==> src/rtl/ppu_fetch_unit_if.sv <==
// Fetch-stage bundle: instruction-memory request channel plus the IF/ID handoff to decode.
// The fetch unit takes the master side; memory and decode together form the slave side.
interface ppu_fetch_unit_if #(
    parameter int IMEM_AW = 9
);
    logic               imem_req;
    logic [IMEM_AW-1:0] imem_addr;
    logic               imem_ack;
    logic [31:0]        imem_rdata;
    logic               id_valid;
    logic [31:0]        id_instr;
    logic [31:0]        id_pc;
    logic               id_stall;
    logic               redirect;
    logic [31:0]        redirect_target;

    modport master (
        output imem_req, imem_addr, id_valid, id_instr, id_pc,
        input  imem_ack, imem_rdata, id_stall, redirect, redirect_target
    );

    modport slave (
        input  imem_req, imem_addr, id_valid, id_instr, id_pc,
        output imem_ack, imem_rdata, id_stall, redirect, redirect_target
    );
endinterface

==> src/rtl/ppu_fetch_unit.sv <==
// PPU instruction fetch: single-outstanding imem requests, IF/ID register with a one-entry skid,
// and delay-slot redirect handling (the delay slot is always fetched before the target).
module ppu_fetch_unit #(
    parameter logic [31:0] RESET_PC = 32'h0000_0000,
    parameter int          IMEM_AW  = 9
) (
    input  logic clk,
    input  logic reset_n,
    ppu_fetch_unit_if.master fetch_if
);
    typedef enum logic [1:0] {
        ST_IDLE  = 2'd0,
        ST_FETCH = 2'd1,
        ST_HOLD  = 2'd2
    } state_e;

    state_e      state_q,     state_d;
    logic        req_q,       req_d;
    logic [31:0] fpc_q,       fpc_d;
    logic        out_valid_q, out_valid_d;
    logic [31:0] out_instr_q, out_instr_d;
    logic [31:0] out_pc_q,    out_pc_d;
    logic        sk_valid_q,  sk_valid_d;
    logic [31:0] sk_instr_q,  sk_instr_d;
    logic [31:0] sk_pc_q,     sk_pc_d;
    logic [31:0] tgt_q,       tgt_d;
    logic        redir_pend_q, redir_pend_d;

    logic        consume_s;
    logic        ret_s;
    logic        out_take_s;
    logic        redir_s;
    logic [31:0] target_s;

    assign consume_s  = out_valid_q && !fetch_if.id_stall;
    assign ret_s      = req_q && fetch_if.imem_ack;
    assign out_take_s = ret_s && (!out_valid_q || consume_s);
    assign redir_s    = consume_s && fetch_if.redirect;
    assign target_s   = fetch_if.redirect_target & 32'hFFFF_FFFC;

    // Next-state computation for the fetch FSM, PC, IF/ID register, skid and pending redirect
    always_comb begin
        state_d      = state_q;
        req_d        = req_q;
        fpc_d        = fpc_q;
        out_valid_d  = out_valid_q;
        out_instr_d  = out_instr_q;
        out_pc_d     = out_pc_q;
        sk_valid_d   = sk_valid_q;
        sk_instr_d   = sk_instr_q;
        sk_pc_d      = sk_pc_q;
        tgt_d        = tgt_q;
        redir_pend_d = redir_pend_q;

        case (state_q)
            ST_IDLE: begin
                state_d = ST_FETCH;
                req_d   = 1'b1;
            end
            ST_FETCH: begin
                if (ret_s && !out_take_s) begin
                    state_d    = ST_HOLD;
                    req_d      = 1'b0;
                    sk_valid_d = 1'b1;
                    sk_instr_d = fetch_if.imem_rdata;
                    sk_pc_d    = fpc_q;
                end else begin
                    // After a skid drain the request comes back one cycle late: the bubble.
                    req_d = 1'b1;
                end
            end
            ST_HOLD: begin
                req_d = 1'b0;
                if (consume_s) begin
                    state_d = ST_FETCH;
                end else begin
                    state_d = ST_HOLD;
                end
            end
            default: begin
                state_d = ST_IDLE;
                req_d   = 1'b0;
            end
        endcase

        if (out_take_s) begin
            out_valid_d = 1'b1;
            out_instr_d = fetch_if.imem_rdata;
            out_pc_d    = fpc_q;
        end else if (consume_s && sk_valid_q) begin
            out_valid_d = 1'b1;
            out_instr_d = sk_instr_q;
            out_pc_d    = sk_pc_q;
            sk_valid_d  = 1'b0;
            sk_instr_d  = 32'h0000_0000;
            sk_pc_d     = 32'h0000_0000;
        end else if (consume_s) begin
            out_valid_d = 1'b0;
            out_instr_d = 32'h0000_0000;
            out_pc_d    = 32'h0000_0000;
        end else begin
            out_valid_d = out_valid_q;
        end

        if (ret_s) begin
            fpc_d        = redir_pend_q ? tgt_q : (fpc_q + 32'd4);
            redir_pend_d = 1'b0;
        end else begin
            fpc_d = fpc_q;
        end

        // The delay slot is either already held (skid or returning now) or still being fetched.
        if (redir_s) begin
            if (sk_valid_q || ret_s) begin
                fpc_d = target_s;
            end else begin
                tgt_d        = target_s;
                redir_pend_d = 1'b1;
            end
        end else begin
            tgt_d = tgt_q;
        end
    end

    // State registers with asynchronous reset that abandons any outstanding request
    always_ff @(posedge clk or negedge reset_n) begin
        if (!reset_n) begin
            state_q      <= ST_IDLE;
            req_q        <= 1'b0;
            fpc_q        <= RESET_PC;
            out_valid_q  <= 1'b0;
            out_instr_q  <= 32'h0000_0000;
            out_pc_q     <= 32'h0000_0000;
            sk_valid_q   <= 1'b0;
            sk_instr_q   <= 32'h0000_0000;
            sk_pc_q      <= 32'h0000_0000;
            tgt_q        <= 32'h0000_0000;
            redir_pend_q <= 1'b0;
        end else begin
            state_q      <= state_d;
            req_q        <= req_d;
            fpc_q        <= fpc_d;
            out_valid_q  <= out_valid_d;
            out_instr_q  <= out_instr_d;
            out_pc_q     <= out_pc_d;
            sk_valid_q   <= sk_valid_d;
            sk_instr_q   <= sk_instr_d;
            sk_pc_q      <= sk_pc_d;
            tgt_q        <= tgt_d;
            redir_pend_q <= redir_pend_d;
        end
    end

    assign fetch_if.imem_req  = req_q;
    assign fetch_if.imem_addr = fpc_q[IMEM_AW-1:0];
    assign fetch_if.id_valid  = out_valid_q;
    assign fetch_if.id_instr  = out_instr_q;
    assign fetch_if.id_pc     = out_pc_q;
endmodule

==> src/flat_wrapper.sv <==
// flat-port wrapper written by rule: the top's interface ports become plain ports
module ppu_fetch_unit_flat 
#(
    parameter logic [31:0] RESET_PC = 32'h0000_0000,
    parameter int          IMEM_AW  = 9
)
  (clk, reset_n, fetch_if_imem_req, fetch_if_imem_addr, fetch_if_id_valid, fetch_if_id_instr, fetch_if_id_pc, fetch_if_imem_ack, fetch_if_imem_rdata, fetch_if_id_stall, fetch_if_redirect, fetch_if_redirect_target);
  ppu_fetch_unit_if #(.IMEM_AW(IMEM_AW)) fetch_if_i ();
  input  logic clk;
  input  logic reset_n;
  output wire logic [$bits(fetch_if_i.imem_req)-1:0] fetch_if_imem_req;
  output wire logic [$bits(fetch_if_i.imem_addr)-1:0] fetch_if_imem_addr;
  output wire logic [$bits(fetch_if_i.id_valid)-1:0] fetch_if_id_valid;
  output wire logic [$bits(fetch_if_i.id_instr)-1:0] fetch_if_id_instr;
  output wire logic [$bits(fetch_if_i.id_pc)-1:0] fetch_if_id_pc;
  input wire logic [$bits(fetch_if_i.imem_ack)-1:0] fetch_if_imem_ack;
  input wire logic [$bits(fetch_if_i.imem_rdata)-1:0] fetch_if_imem_rdata;
  input wire logic [$bits(fetch_if_i.id_stall)-1:0] fetch_if_id_stall;
  input wire logic [$bits(fetch_if_i.redirect)-1:0] fetch_if_redirect;
  input wire logic [$bits(fetch_if_i.redirect_target)-1:0] fetch_if_redirect_target;
  assign fetch_if_imem_req = fetch_if_i.imem_req;
  assign fetch_if_imem_addr = fetch_if_i.imem_addr;
  assign fetch_if_id_valid = fetch_if_i.id_valid;
  assign fetch_if_id_instr = fetch_if_i.id_instr;
  assign fetch_if_id_pc = fetch_if_i.id_pc;
  assign fetch_if_i.imem_ack = fetch_if_imem_ack;
  assign fetch_if_i.imem_rdata = fetch_if_imem_rdata;
  assign fetch_if_i.id_stall = fetch_if_id_stall;
  assign fetch_if_i.redirect = fetch_if_redirect;
  assign fetch_if_i.redirect_target = fetch_if_redirect_target;
  ppu_fetch_unit #(.RESET_PC(RESET_PC), .IMEM_AW(IMEM_AW)) u_core (.clk(clk), .reset_n(reset_n), .fetch_if(fetch_if_i));
endmodule
==> config.mk <==
export PLATFORM = sky130hd
export DESIGN_NAME = ppu_fetch_unit_flat
export DESIGN_NICKNAME = d
export VERILOG_FILES = /design/src/rtl/ppu_fetch_unit_if.sv /design/src/rtl/ppu_fetch_unit.sv /design/src/flat_wrapper.sv
export SDC_FILE = /design/constraint.sdc
export NUM_CORES = 1
export LEC_CHECK = 0
export ABC_CLOCK_PERIOD_IN_PS = 5900
export CORE_MARGIN = 10
export CORE_UTILIZATION = 40
export CTS_CLUSTER_DIAMETER = 120
export DETAILED_ROUTE_END_ITERATION = 7
export GPL_TIMING_DRIVEN = 0
export PLACE_DENSITY = 0.75
export SLEW_MARGIN = 0
export SYNTH_ARGS = -nofsm -noshare
export SYNTH_HDL_FRONTEND = slang
export SYNTH_SLANG_ARGS = --single-unit
==> constraint.sdc <==
create_clock -name clk -period 5.9 [get_ports clk]
set_input_delay 1.77 -clock clk [delete_from_list [all_inputs] [get_ports clk]]
set_output_delay 1.77 -clock clk [all_outputs]
set_load 0.02 [all_outputs]
==> results.json <==
{
  "outcome": "complete, no violations",
  "gr-max-usage-layer": "met2",
  "met1_usage": 0.243,
  "worst_hold_path_cell_count": 1,
  "setup_violating_endpoint_count_in_the_final_report": 0,
  "cts.sinks": 196,
  "via_count": 7926,
  "syn_area_um2": 8910,
  "crit_path_max_fanout": 10,
  "worst_setup_path_end_kind": "flop",
  "top_flip_flop_cell_by_instance_count_after_synthesis": "sky130_fd_sc_hd__dfrtp_1",
  "cts.repair.resized": 0,
  "route.antenna.remaining_nets": 0,
  "clock_path_buffers": 2,
  "floorplan.initialDensity": 0.407,
  "yosys_warnings": 0,
  "synth-edff-count": 0,
  "comb_power_share": 0.409,
  "drive_above_1_share": 0.0974,
  "drt_drc_violations_left": 0,
  "timing.critical_path.from_type": "input port",
  "power_per_cell_area_nw_per_um2": 535,
  "floorplan.die.height_um": 169,
  "final_worst_clock_skew_ps": 11.2,
  "worstSetupPathType": "in2reg",
  "floorplan.core_area_um2": 21900,
  "synthesized_nets": 975,
  "fin_total_pwr_mw": 6.06,
  "clock_tree_from_tritoncts": "built",
  "grt_antenna_before_repair": 1,
  "area_share_of_the_largest_cell_type_after_synthesis": 0.551,
  "transition_time_at_the_pin_with_the_least_slew_margin_ps": 1050,
  "post-route-cell-area_um2": 11300,
  "cts_setup_buffers": 0,
  "synthToLayoutAreaGrowth_pct": 27.0,
  "async_flop_share": 1.00,
  "portBuffers": 141,
  "maximum_number_of_pins_on_one_net_before_global_route_repair": 114,
  "netlist.top_cell.by_area": "sky130_fd_sc_hd__dfrtp_1",
  "cts.root.buffer_cell": "sky130_fd_sc_hd__clkbuf_16",
  "internal_power_mw": 3.69,
  "met2_usage": 0.294,
  "ys_seq_area_frac": 0.551,
  "drt_iter0_drc": 1320,
  "cts_buffers": 17,
  "global_route.usage.total": 0.184,
  "hold_path.class": "reg2reg",
  "design.die.area_um2": 28600,
  "multi_input_area_um2": 3360,
  "rsz0062_at_grt": "false",
  "synth.most_common_cell": "sky130_fd_sc_hd__dfrtp_1",
  "filler_cell_count": 1975,
  "cp_data_required_time_ps": 6270,
  "routed_wire_length_per_instance_um": 20.1,
  "ir_worst_vdd_mv": 0.215,
  "maxSlewHeadroom": 0.300,
  "slew_limit_fails": 0,
  "worstRegToRegCells": 6,
  "p_leak_nw": 5.09,
  "post_synth_num_cell_types": 57,
  "clock_latency_ps": 430,
  "timing.critical_path.arrival_ps": 4190,
  "number_of_ports_placed_on_the_die_boundary": 144,
  "swShare": 0.390,
  "number_of_buffers_inserted_for_hold_repair_after_clock_tree_synthesis": 0,
  "chip_width_um": 169,
  "timing_hold_violations_final": 0,
  "min_period_ps": 3830,
  "rows": 54,
  "net-switching-power_mw": 2.36,
  "postSynthCellCount": 905,
  "routed_wirelength_um": 27300,
  "period_share": 0.649,
  "synth.ff_latch_count": 196,
  "clock_group_share_of_total_power": 0.200,
  "grt_first_pass_wirelength_um": 43000,
  "area.sequential_um2": 4900,
  "timing.fmax_mhz": 261,
  "globalplace.congestion": 0.908,
  "grt_remaining_overflow": 0,
  "setup_tns_ps": 0,
  "dpl-instance-area_um2": 10700,
  "clk_pin_slew_worst_paths_ps": 70,
  "total_iterations_of_the_first_detailed_routing_run": 8,
  "grt.met3_usage": 0.0484,
  "synthesis.area_per_instance_um2": 9.84,
  "vias_in_the_first_global_route": 7799,
  "layout.nets": 1136,
  "avgViaCountPerCell": 5.83,
  "place.detailed.hpwl_um": 18800,
  "clock_tree.htree_level_count": 4,
  "synth_area_leaders": "sky130_fd_sc_hd__dfrtp_1 (55%), sky130_fd_sc_hd__a222oi_1 (7.2%), sky130_fd_sc_hd__nand2_1 (7.0%)",
  "max_cap_violations": 0,
  "post_synth_most_frequent_cells": "sky130_fd_sc_hd__dfrtp_1 (196), sky130_fd_sc_hd__nand2_1 (167), sky130_fd_sc_hd__a21oi_1 (101)",
  "pwr-share-seq": 0.391
}
[worst max-delay path, cell delays in order]
cell and delay, ps:
sky130_fd_sc_hd__clkdlybuf4s50_1 480, sky130_fd_sc_hd__nand2_1 230, sky130_fd_sc_hd__a21oi_1 890, sky130_fd_sc_hd__clkbuf_1 550, sky130_fd_sc_hd__a222oi_1 170, sky130_fd_sc_hd__inv_1 90
[sequential cells by signal, summed over array words and instances (netlist names)]
register                  count
u_core.tgt_q                 30
u_core.fpc_q                 32
u_core.sk_pc_q               32
u_core.sk_instr_q            32
u_core.fetch_if.id_valid      1
u_core.state_q                2
u_core.fetch_if.id_pc        32
u_core.fetch_if.id_instr     32
u_core.redir_pend_q           1
u_core.fetch_if.imem_req      1
u_core.sk_valid_q             1
[through the flow]
stage          hold WS [ps]   util  std cells  worst slack, ps
2_1_floorplan           453      -        905             2840
3_3_place_gp            475  0.487       1326            -5080
3_5_place_dp            476  0.489       1327             1650
4_1_cts                 486  0.517       1358             2090
5_1_grt                 513  0.517       1359             1870
6_report                484  0.517       1359             2070
[final cells by class]
class	instances	share of cell area
Timing Repair Buffer	142	0.128
Sequential cell	196	0.434
Tap cell	280	0.0310
Inverter	69	0.0229
Buffer	84	0.0334
Clock buffer	19	0.0392
Antenna cell	1	0.000221
Multi-Input combinational cell	556	0.297
Clock inverter	12	0.0147
[routing by layer]
layer	wire, µm	vias up
met5	0	-
met4	461	0
met3	2490	37
met2	12900	426
met1	11500	3915
li1	-	3548
[cell families (layout without fill, tap and decap cells)]
family	Yosys count	in the layout	synth area share
and+or+nand+nor	283	283	0.148
AOI/OAI and AO/OA	229	229	0.177
DFF	196	196	0.551
buffers and inverters	153	326	0.0715
muxes	36	36	0.0448
xor gates and xnor gates	7	7	0.00688
adders and majority gates	1	1	0.00140
other	0	1	0
[cells in the final DEF, fill, tap and decap left out, drive strengths merged, types with 2 or more instances in the layout]
cell           Yosys  routed
o31ai              2       2
clkinv             1       3
dfrtp            196     196
a21oi            101     101
and2               2       2
and3              12      12
o21ai             27      27
a221oi             2       2
nor3b              2       2
a31oi              8       8
nand2            167     167
bufinv             0       3
a41oi              2       2
nor3              20      20
o211ai             3       3
clkbuf            50      69
a222oi            64      64
mux2              31      31
nor2b              2       2
mux2i              5       5
o22ai              2       2
nand4             10      10
or3                5       5
nor2              29      29
buf               34      36
and4               5       5
a211oi             4       4
inv               68      74
clkdlybuf4s50      0     140
xor2               7       7
nor4               4       4
nand3             22      22
[worst paths after layout]
| check | start | end | slack (ps) |
|---|---|---|---|
| worst max register to register | u_core.fpc_q[2] | u_core.fpc_q[28] | 3390 |
| worst min register to register | u_core.state_q[1] | u_core.fetch_if.imem_req | 480 |
| worst max-delay path | fetch_if_imem_ack | u_core.fetch_if.id_pc[19] | 2070 |
| worst min-delay path | u_core.state_q[1] | u_core.fetch_if.imem_req | 480 |
| max in group asynchronous | reset_n | u_core.fpc_q[17] | 3580 |
| min in group asynchronous | reset_n | u_core.fetch_if.id_instr[21] | 1330 |
[power groups by stage]
stage | registers, mW | clock network [mW] | logic (mW)
final | 2.37 | 1.21 | 2.47
after global routing | 2.43 | 1.29 | 2.70
after CTS | 2.36 | 1.23 | 2.48
after detailed placement | 2.38 | 0 | 2.46
after global placement | 2.35 | 0 | 2.40
after floorplan | 2.52 | 0 | 1.25
No activity file was read; power rests on OpenSTA's default activity.
